**config.mk**
```make
export PLATFORM = sky130hd
export DESIGN_NAME = sparse_match_sched
export DESIGN_NICKNAME = d
export VERILOG_FILES = /design/src/rtl/npu_sparse_pkg.sv /design/src/rtl/sparse_lsb_enc.sv /design/src/rtl/sparse_match_sched.sv
export SDC_FILE = /design/constraint.sdc
export NUM_CORES = 1
export LEC_CHECK = 0
export ABC_AREA = 1
export ABC_CLOCK_PERIOD_IN_PS = 1900
export CORE_AREA = 2 2 63 88
export CTS_BUF_LIST = sky130_fd_sc_hd__clkbuf_4 sky130_fd_sc_hd__clkbuf_8 sky130_fd_sc_hd__clkbuf_16
export DETAILED_ROUTE_END_ITERATION = 8
export DIE_AREA = 0 0 65 90
export PLACE_DENSITY = 0.59
export RECOVER_POWER = 25
export SETUP_SLACK_MARGIN = 0.1
export SYNTH_ARGS = -nofsm -noshare
export SYNTH_HDL_FRONTEND = slang
export SYNTH_HIERARCHICAL = 1
export SYNTH_SLANG_ARGS = --single-unit
```
**constraint.sdc**
```tcl
create_clock -name clk_i -period 1.9 [get_ports clk_i]
set_input_delay 0.57 -clock clk_i [delete_from_list [all_inputs] [get_ports clk_i]]
set_output_delay 0.57 -clock clk_i [all_outputs]
set_load 0.02 [all_outputs]
```
**src/rtl/npu_sparse_pkg.sv**
```systemverilog
// Shared sizes and scheduler state type
// for the sparse MAC match path.
package npu_sparse_pkg;

  localparam int PREFIX_SUM_SIZE = 8;
  localparam int MEM_SIZE = 64;
  localparam int SM_NUM =
    MEM_SIZE / PREFIX_SUM_SIZE;
  localparam int SM_AW = $clog2(SM_NUM);
  localparam int PS_AW =
    $clog2(PREFIX_SUM_SIZE);
  localparam int CNT_W = $clog2(MEM_SIZE) + 1;

  typedef enum logic [1:0] {
    IDLE,
    FETCH,
    LOAD,
    SCAN
  } sched_state_e;

endpackage

```
**src/rtl/sparse_lsb_enc.sv**
```systemverilog
// Lowest-set-bit encoder: mask -> idx, has_bit,
// onehot_last (exactly one bit set in mask).
module sparse_lsb_enc #(
  parameter int W = 8,
  parameter int AW = $clog2(W)
) (
  input  logic [W-1:0]  mask,
  output logic [AW-1:0] idx,
  output logic          has_bit,
  output logic          onehot_last
);

  // Walk high to low so the lowest set bit wins.
  always_comb begin
    idx = '0;
    for (int i = W - 1; i >= 0; i--) begin
      if (mask[i]) idx = AW'(i);
    end
  end

  assign has_bit = |mask;

  assign onehot_last = has_bit &&
    ((mask & (mask - 1'b1)) == '0);

endmodule

```
**src/rtl/sparse_match_sched.sv**
```systemverilog
// Per-match scheduler: ANDs IFM/filter maps per
// segment, emits lowest match first, end/done.
// Ports: clk_i, rst_ni, chunk_start_i,
//   rd_sparsemap_last_i/addr_o, ifm/filt maps,
//   pri_enc valid/ready/match_addr/end,
//   chunk_done_o, match_cnt_o, busy_o.
module sparse_match_sched #(
  parameter int PREFIX_SUM_SIZE =
    npu_sparse_pkg::PREFIX_SUM_SIZE,
  parameter int MEM_SIZE =
    npu_sparse_pkg::MEM_SIZE,
  parameter int SM_NUM =
    MEM_SIZE / PREFIX_SUM_SIZE,
  parameter int SM_AW = $clog2(SM_NUM),
  parameter int PS_AW = $clog2(PREFIX_SUM_SIZE),
  parameter int CNT_W = $clog2(MEM_SIZE) + 1
) (
  input  logic                       clk_i,
  input  logic                       rst_ni,
  input  logic                       chunk_start_i,
  input  logic [SM_AW-1:0]           rd_sparsemap_last_i,
  output logic [SM_AW-1:0]           rd_sparsemap_addr_o,
  input  logic [PREFIX_SUM_SIZE-1:0] ifm_sparsemap_i,
  input  logic [PREFIX_SUM_SIZE-1:0] filt_sparsemap_i,
  output logic                       pri_enc_valid_o,
  input  logic                       pri_enc_ready_i,
  output logic [PS_AW-1:0]           pri_enc_match_addr_o,
  output logic                       pri_enc_end_o,
  output logic                       chunk_done_o,
  output logic [CNT_W-1:0]           match_cnt_o,
  output logic                       busy_o
);

  import npu_sparse_pkg::sched_state_e;
  import npu_sparse_pkg::IDLE;
  import npu_sparse_pkg::FETCH;
  import npu_sparse_pkg::LOAD;
  import npu_sparse_pkg::SCAN;

  sched_state_e state_q, state_d;
  logic [SM_AW-1:0] addr_q, addr_d;
  logic [PREFIX_SUM_SIZE-1:0] mask_q, mask_d;
  logic [CNT_W-1:0] cnt_q, cnt_d;

  logic [PS_AW-1:0] lsb_idx;
  logic has_bit;
  logic onehot_last;
  logic in_scan;
  logic fire;
  logic seg_end;
  logic last_seg;

  sparse_lsb_enc #(
    .W  (PREFIX_SUM_SIZE),
    .AW (PS_AW)
  ) u_lsb_enc (
    .mask        (mask_q),
    .idx         (lsb_idx),
    .has_bit     (has_bit),
    .onehot_last (onehot_last)
  );

  // A restart pulse masks this cycle's
  // handshake and end so nothing leaks out.
  assign in_scan = state_q == SCAN;
  assign fire = in_scan && has_bit &&
    pri_enc_ready_i && !chunk_start_i;
  assign seg_end = in_scan && !chunk_start_i &&
    (!has_bit || (fire && onehot_last));
  assign last_seg =
    addr_q == rd_sparsemap_last_i;

  assign rd_sparsemap_addr_o = addr_q;
  assign pri_enc_valid_o =
    in_scan && has_bit && !chunk_start_i;
  assign pri_enc_match_addr_o = lsb_idx;
  assign pri_enc_end_o = seg_end;
  assign chunk_done_o = seg_end && last_seg;
  assign match_cnt_o = cnt_q;
  assign busy_o = state_q != IDLE;

  always_comb begin
    state_d = state_q;
    addr_d  = addr_q;
    mask_d  = mask_q;
    cnt_d   = cnt_q;
    if (chunk_start_i) begin
      state_d = FETCH;
      addr_d  = '0;
      mask_d  = '0;
      cnt_d   = '0;
    end else begin
      unique case (state_q)
        IDLE: ;
        FETCH: state_d = LOAD;
        LOAD: begin
          mask_d  = ifm_sparsemap_i &
                    filt_sparsemap_i;
          state_d = SCAN;
        end
        SCAN: begin
          if (fire) begin
            mask_d = mask_q & (mask_q - 1'b1);
            if (cnt_q < CNT_W'(MEM_SIZE))
              cnt_d = cnt_q + 1'b1;
          end
          // Last segment keeps addr so the
          // downstream compare sees it.
          if (seg_end) begin
            if (last_seg) begin
              state_d = IDLE;
            end else begin
              addr_d  = addr_q + 1'b1;
              state_d = FETCH;
            end
          end
        end
        default: state_d = IDLE;
      endcase
    end
  end

  always_ff @(posedge clk_i or negedge rst_ni) begin
    if (!rst_ni) begin
      state_q <= IDLE;
      addr_q  <= '0;
      mask_q  <= '0;
      cnt_q   <= '0;
    end else begin
      state_q <= state_d;
      addr_q  <= addr_d;
      mask_q  <= mask_d;
      cnt_q   <= cnt_d;
    end
  end

endmodule

```
==> flow_metrics.py <==
metrics = {
    "outcome": {
        "status": "finished with violations",
        "violations": "negative setup slack",
    },
    "placed_design": {
        "dp_cells": 364,
        "place_ws_ps": -876.9,
        "gp_congestion": 0.7934,
        "io_buffer_count": 39,
        "dp_hpwl_um": 3320,
    },
    "power": {
        "irDropWorstVdd_v": 0.0006720,
        "p_int_mw": 1.898,
        "powerDensity_nw_per_um2": 1293,
        "total_power_mw": 3.328,
        "pwr-share-seq_pct": 18.7,
        "p_sw_mw": 1.430,
        "power_leakage_nw": 1.331,
        "combPwrFrac_pct": 71.2,
        "pwr-share-clk_pct": 10.1,
        "switching_share_pct": 42.96,
    },
    "timing": {
        "finalSetupViolations": 11,
        "max_freq_mhz": 428.4,
        "slew_headroom_pct": 63.43,
        "worst_slack_ps": -434.2,
        "finalCriticalPeriod_ps": 2334,
        "rsz0062_at_grt": "yes",
        "whs_ps": 582.5,
        "hold_viol": 0,
        "finalClockSkew_ps": 3.585,
        "setup_tns_ps": -1590,
        "finalCritPeriodShare_pct": 122.9,
        "max_slew.worst_pin.slew_ps": 548.5,
        "slew_violations": 0,
    },
    "critical_path": {
        "crit_arrival_ps": 1760,
        "worst_ep_required_time_ps": 1330,
        "path_buf_inv": 3,
        "path_cells": "nor2_4 -> buf_6 -> nand4_1 -> buf_4 -> nand2_4 -> nor2_8 -> nand3_2 -> nand2_4 -> nand2_4 -> nor2_4 -> buf_6",
        "crit_top_cell": "nand2_4",
        "slowest_delay_ps": 410,
        "critPathTopFamily": "simple AND/OR/NAND/NOR gates",
        "crit_slowest_cell": "dfrtp_1",
        "worstPathMaxFanout": 6,
        "worstSetupEndpointType": "output pin",
        "crit_path_start": "mask_q[0]$_DFFE_PN0P_",
        "reg2reg_from": "mask_q[0]$_DFFE_PN0P_",
        "start_kind": "register",
        "criticalPathCategory": "reg -> out",
    },
    "grt": {
        "grt_overflow_total": 0,
        "grt_max_degree": 21,
        "grt_pass1_wl_um": 6803,
        "grtUsageTotal_pct": 14.31,
        "grt_pass1_vias": 1687,
        "antenna_found_initial": 0,
    },
    "cts": {
        "clock_path_buffers": 2,
        "cts_tree": "yes",
        "clock-root-buffer": "clkbuf_8",
        "htreeDepth": 1,
        "path_clk_slew_ps": 80,
        "insertion_delay_ps": 260,
        "cts.sinks": 20,
        "numCtsBuffers": 3,
    },
    "route": {
        "post_drt_wl_per_cell_um": 11.46,
        "drt_iter0_markers": 34,
        "ant_nets": 0,
        "drt_wl_total_um": 4320,
        "dr.pass1.iters": 4,
        "remaining_drc_errors": 0,
        "vias_per_cell": 4.531,
        "vias": 1708,
    },
    "logic_synthesis": {
        "synthAdderAreaFrac_pct": 4.922,
        "ys_warn_count": 6,
        "netlist_area_um2": 1525,
        "yosysUniqueCellTypes": 31,
        "synthXorXnorAreaFrac_pct": 1.148,
        "syn_nets": 243,
        "avgSynthCellArea_um2": 7.127,
        "synth-simple-area-share_pct": 38.97,
        "synth.mux.area_fraction_pct": 0,
        "ys_seq_elements": 20,
        "synth_compound_area_share_pct": 12.22,
        "synth_top_family_by_area": "simple AND/OR/NAND/NOR gates",
        "synthCells": 214,
        "ys_seq_area_share_pct": 32.81,
    },
    "finish": {
        "final_nets": 341,
        "drive_above_1_share_pct": 37.30,
        "antenna_cells": 0,
        "fin_cells": 377,
        "fillers": 522,
        "areaGrowthSynthToFinish_pct": 68.74,
    },
    "floorplanning": {
        "rows": 31,
        "die_x_um": 65,
        "die_h_um": 90,
        "core-area_um2": 5081,
        "initial_core_util_pct": 30.02,
        "io_pins": 40,
        "die_area_um2": 5850,
    },
    "worst_hold_path": {
        "hold_path_class": "reg -> reg",
        "min_from": "match_cnt_o[1]$_DFFE_PN0P_",
    },
    "job": {
        "maxCapViolations": 0,
    },
}
-- cells in the mapped netlist --
| library cell | n | area share (%) |
|---|---|---|
| nor2_8 | 2 | 2.6 |
| inv_2 | 9 | 2.2 |
| o31ai_2 | 1 | 0.82 |
| nor2_4 | 2 | 1.5 |
| a21boi_1 | 1 | 0.49 |
| buf_6 | 2 | 1.5 |
| a32o_1 | 1 | 0.66 |
| o21ai_0 | 1 | 0.33 |
| nand2_2 | 3 | 1.2 |
| ha_1 | 6 | 4.9 |
| or2_1 | 1 | 0.41 |
| nor3b_1 | 1 | 0.49 |
| a21oi_1 | 6 | 2.0 |
| inv_1 | 24 | 5.9 |
| dfrtp_1 | 20 | 33 |
| nand2_1 | 56 | 14 |
| nand3_2 | 3 | 2.0 |
| nor2_2 | 3 | 1.2 |
| nand2_4 | 1 | 0.74 |
| nor3_2 | 1 | 0.66 |
| nor3_1 | 2 | 0.66 |
| nor4_1 | 1 | 0.41 |
| a21oi_4 | 1 | 1.1 |
| nand3_1 | 19 | 6.2 |
| buf_2 | 1 | 0.33 |
| nor2_1 | 22 | 5.4 |
| xnor2_1 | 2 | 1.1 |
| nand4_1 | 4 | 1.6 |
| o21ai_1 | 16 | 5.3 |
| a21oi_2 | 1 | 0.57 |
| o21ai_4 | 1 | 1.1 |
-- registers in the layout, indices dropped and copies added, names as in the netlist --
name and cells:
mask_q 8, match_cnt_o 7, rd_sparsemap_addr_o 3, state_q 2
-- per-stage QoR --
step | cell area, um^2 | utilization [%]
after floorplan | 1543 | -
after global placement | 2361 | 46.47
after detailed placement | 2361 | 46.47
after CTS | 2426 | 47.75
after global routing | 2574 | 50.65
final | 2574 | 50.65
-- cells in the final DEF (no fill, tap or decap), drive strengths merged --
cell / synthesis / layout
buf: 3 / 63
nor3b: 1 / 1
dfrtp: 20 / 20
inv: 33 / 33
or2: 1 / 1
a21boi: 1 / 1
nand3: 22 / 22
clkdlybuf4s50: 0 / 20
xnor2: 2 / 2
nor4: 1 / 1
nor2: 29 / 29
ha: 6 / 6
nand2: 60 / 60
o21ai: 18 / 18
nor3: 3 / 3
dlygate4sd3: 0 / 1
o31ai: 1 / 1
a32o: 1 / 1
clkbuf: 0 / 5
a21oi: 8 / 8
nand4: 4 / 4
dlygate4sd2: 0 / 11
-- worst paths after layout --
path                       depth (start not counted)  slack [ps]                                  to
min in group asynchronous                          2         810  rd_sparsemap_addr_o[0]$_DFFE_PN0P_
max reg2reg                                       13         -80          match_cnt_o[3]$_DFFE_PN0P_
max in group asynchronous                          2         700               mask_q[3]$_DFFE_PN0P_
min reg2reg                                        2         580          match_cnt_o[1]$_DFFE_PN0P_
max                                               11        -430                        chunk_done_o
min                                                2         580          match_cnt_o[1]$_DFFE_PN0P_
-- worst reg2reg max path, stage by stage (launching register included) --
cell and delay, ps:
dfrtp_1 410, nor2_4 190, buf_6 120, nand4_1 100, buf_4 180, nand2_4 80, nor2_8 40, buf_4 130
buf_6 120, a21oi_4 200, buf_6 130, buf_6 90, nor3_1 40, nor2_1 90
-- repair_timing --
item,CTS,global route
endpoints found under the setup margin,26,17
pin swaps,9,17
setup buffers,3,7
resized for setup,53,30
hold buffers,0,0
-- cell families after synthesis --
group | count (synthesis)
fa+ha+maj | 6
compound gates | 29
buf+inv | 36
flops | 20
simple gates | 121
xor+xnor | 2
-- final cells by class --
class	instances	area, um^2	share of cell area (%)
Multi-Input combinational cell	158	962.2	37.38
Timing Repair Buffer	96	845.8	32.86
Sequential cell	20	501.7	19.49
Inverter	33	126.4	4.910
Tap cell	66	82.58	3.209
Clock buffer	4	55.05	2.139
-- per-layer routing --
metal	wire length [um]	vias to the layer above	track usage, %
met1	1754	798	15.29
met5	0	-	0
met4	51	0	4.078
met2	2409	27	28.35
li1	-	877	-
met3	105	6	1.377
-- power by group through the flow --
| stage | sequential (mW) | combinational, mW | clock, mW |
|---|---|---|---|
| 4_1_cts | 0.619 | 2.10 | 0.342 |
| 3_5_place_dp | 0.622 | 2.07 | 0 |
| 6_report | 0.621 | 2.37 | 0.338 |
| 3_3_place_gp | 0.621 | 2.05 | 0 |
| 5_1_grt | 0.635 | 2.58 | 0.364 |
| 2_1_floorplan | 0.697 | 0.995 | 0 |
Note: power is estimated with default switching activity, not from simulation.
==> RTL edit, RTL diff (same flow settings) <==
Make the reset (`rst_ni`) synchronous in one clocked block.
--- a/src/rtl/sparse_match_sched.sv
+++ b/src/rtl/sparse_match_sched.sv
@@ -120,7 +120,7 @@
     end
   end
 
-  always_ff @(posedge clk_i or negedge rst_ni) begin
+  always_ff @(posedge clk_i) begin
     if (!rst_ni) begin
       state_q <= IDLE;
       addr_q  <= '0;
Function: differs if rst_ni is asserted again (counterexample within 4 cycles, from zero or initial values and one cycle with rst_ni low); with rst_ni held inactive, the same outputs for 10 cycles.
==> RTL edit against the unedited design <==
The run still ends with setup timing left; wire length shrank 9.6%; worst hold slack lost 0.049 ns; final cell count shrank 7.4%; synthesized cell count shrank 5.6%; via count shrank 7.1%; area after synthesis shrank 13%; sequential cell count is the same; setup slack gained 0.038 ns; highest routed layer unchanged; design area shrank 7.8%.
Power is left out: it rests on default switching activity, and per cell area and clock period it moved more than threefold.
==> RTL edit: results (changes against the unedited design) <==
Outcome
  • Run status: finished, violations left (unchanged)
  • Violated checks: setup timing (unchanged)

Timing
  • Setup TNS Final: -0.9761 ns (was -1.590 ns)
  • Setup Skew: 0.002124 ns (was 0.003585 ns)
  • Final Setup Violations: 3 (was 11)
  • Worst Max-Slew Pin Slew: 0.5340 ns (was 0.5485 ns)
  • Final WS setup: -0.3962 ns (was -0.4342 ns)

Finish
  • Number of fillers in the final layout: 513 (was 522)
  • Fraction of layout instances using a drive strength above 1: 0.3958 (was 0.3730)
  • Layout net count: 312 (was 341)
  • Final standard cell count with taps included and fillers excluded: 349 (was 377)

Detailed routing
  • Via count: 1587 (was 1708)
  • Average wire length per cell after detail routing: 11.19 um (was 11.46 um)
  • Violation count after the first detailed-routing iteration: 33 (was 34)

Yosys
  • Top cells by area, synth: dfxtp_1 (30%), nand2_1 (13%), inv_1 (9.4%) (was dfrtp_1 (33%), nand2_1 (14%), nand3_1 (6.2%))
  • Post-synth top cells: nand2_1 (45), inv_1 (33), nand3_1 (21) (was nand2_1 (56), inv_1 (24), nor2_1 (22))
  • Mean area per synthesized cell: 6.553 um^2 (was 7.127 um^2)
  • Synth Net Count: 230 (was 243)
  • Proportion of register bits with asynchronous set or reset after synthesis: 0 (was 1.000)
  • Sequential-to-total area share from yosys stat: 0.3025 (was 0.3281)

Critical path
  • Slowest stage delay, CP: 0.35 ns (was 0.41 ns)
  • Cell family with the largest share of critical-path delay: simple AND/OR/NAND/NOR gates (unchanged)
  • Slowest cell on crit path: dfxtp_4 (was dfrtp_1)
  • Arrival time reported for the critical path endpoint: 1.73 ns (was 1.76 ns)
  • Worst-path maximum fanout: 6 (unchanged)

Global route
  • First-pass GRT wire length: 6762 um (was 6803 um)
  • Maximum number of pins on one net before global-route repair: 13 (was 21)
  • Total GRT Usage: 0.1421 (was 0.1431)

Place
  • Port buffer count: 39 (unchanged)
  • HPWL after DPL: 3028 um (was 3320 um)
  • Placer congestion estimate: 0.8107 (was 0.7934)
  • Count of placed standard cells including taps: 341 (was 364)

CTS
  • Worst-Skew Late Latency: 0.25 ns
  • Total CTS buffers: 3 (unchanged)
## RTL edit: metal layers
layer / up-vias / GRT usage / part of all wire
li1: 814 / - / -
met1: 741 / 0.1635 / 0.40
met2: 26 / 0.2672 / 0.54
met3: 6 / 0.01502 / 0.035
met4: 0 / 0.04078 / 0.019
met5: - / 0 / 0
## RTL edit: layout make-up
cell class,instances,share of cell area
well taps,66,0.03479
flip-flops and latches,20,0.1813
clock inverters,1,0.001581
repair buffers,78,0.2920
multi-input cells,147,0.4180
clock buffers,3,0.01740
inverters,34,0.05482
## RTL edit: repair_timing
action,in CTS,in global routing
gates resized for setup,66,44
hold endpoints to repair,0,0
buffers inserted,4,3
pin swaps,11,14
endpoints found under the setup margin,16,27
## RTL edit: worst paths after layout
check | cells past startpoint | to | slack [ns] | from
worst min-delay path | 2 | match_cnt_o[5] | 0.53 | match_cnt_o[5]
worst min register to register | 2 | match_cnt_o[5] | 0.53 | match_cnt_o[5]
worst max-delay path | 10 | chunk_done_o | -0.40 | mask_q[1]
worst max register to register | 13 | mask_q[3] | 0.08 | mask_q[1]
## RTL edit: cell families after synthesis
logic type               after synthesis  share of synthesized area
flip-flops                            20                     0.3025
AO/OA/AOI/OAI                         35                     0.1418
AND/OR/NAND/NOR                      104                     0.3885
buffers and inverters                 35                     0.1002
adder cells (fa/ha/maj)                5                    0.04726
XOR/XNOR                               3                    0.01985
## RTL edit: metrics by stage
step / setup WS (ns) / utilization / cell area [um^2]
2_1_floorplan: 0.004191 / - / 1379
3_3_place_gp: -0.7664 / 0.4152 / 2110
3_5_place_dp: -0.7811 / 0.4152 / 2110
4_1_cts: -0.3881 / 0.4393 / 2232
5_1_grt: -0.5247 / 0.4671 / 2374
6_report: -0.3962 / 0.4671 / 2374
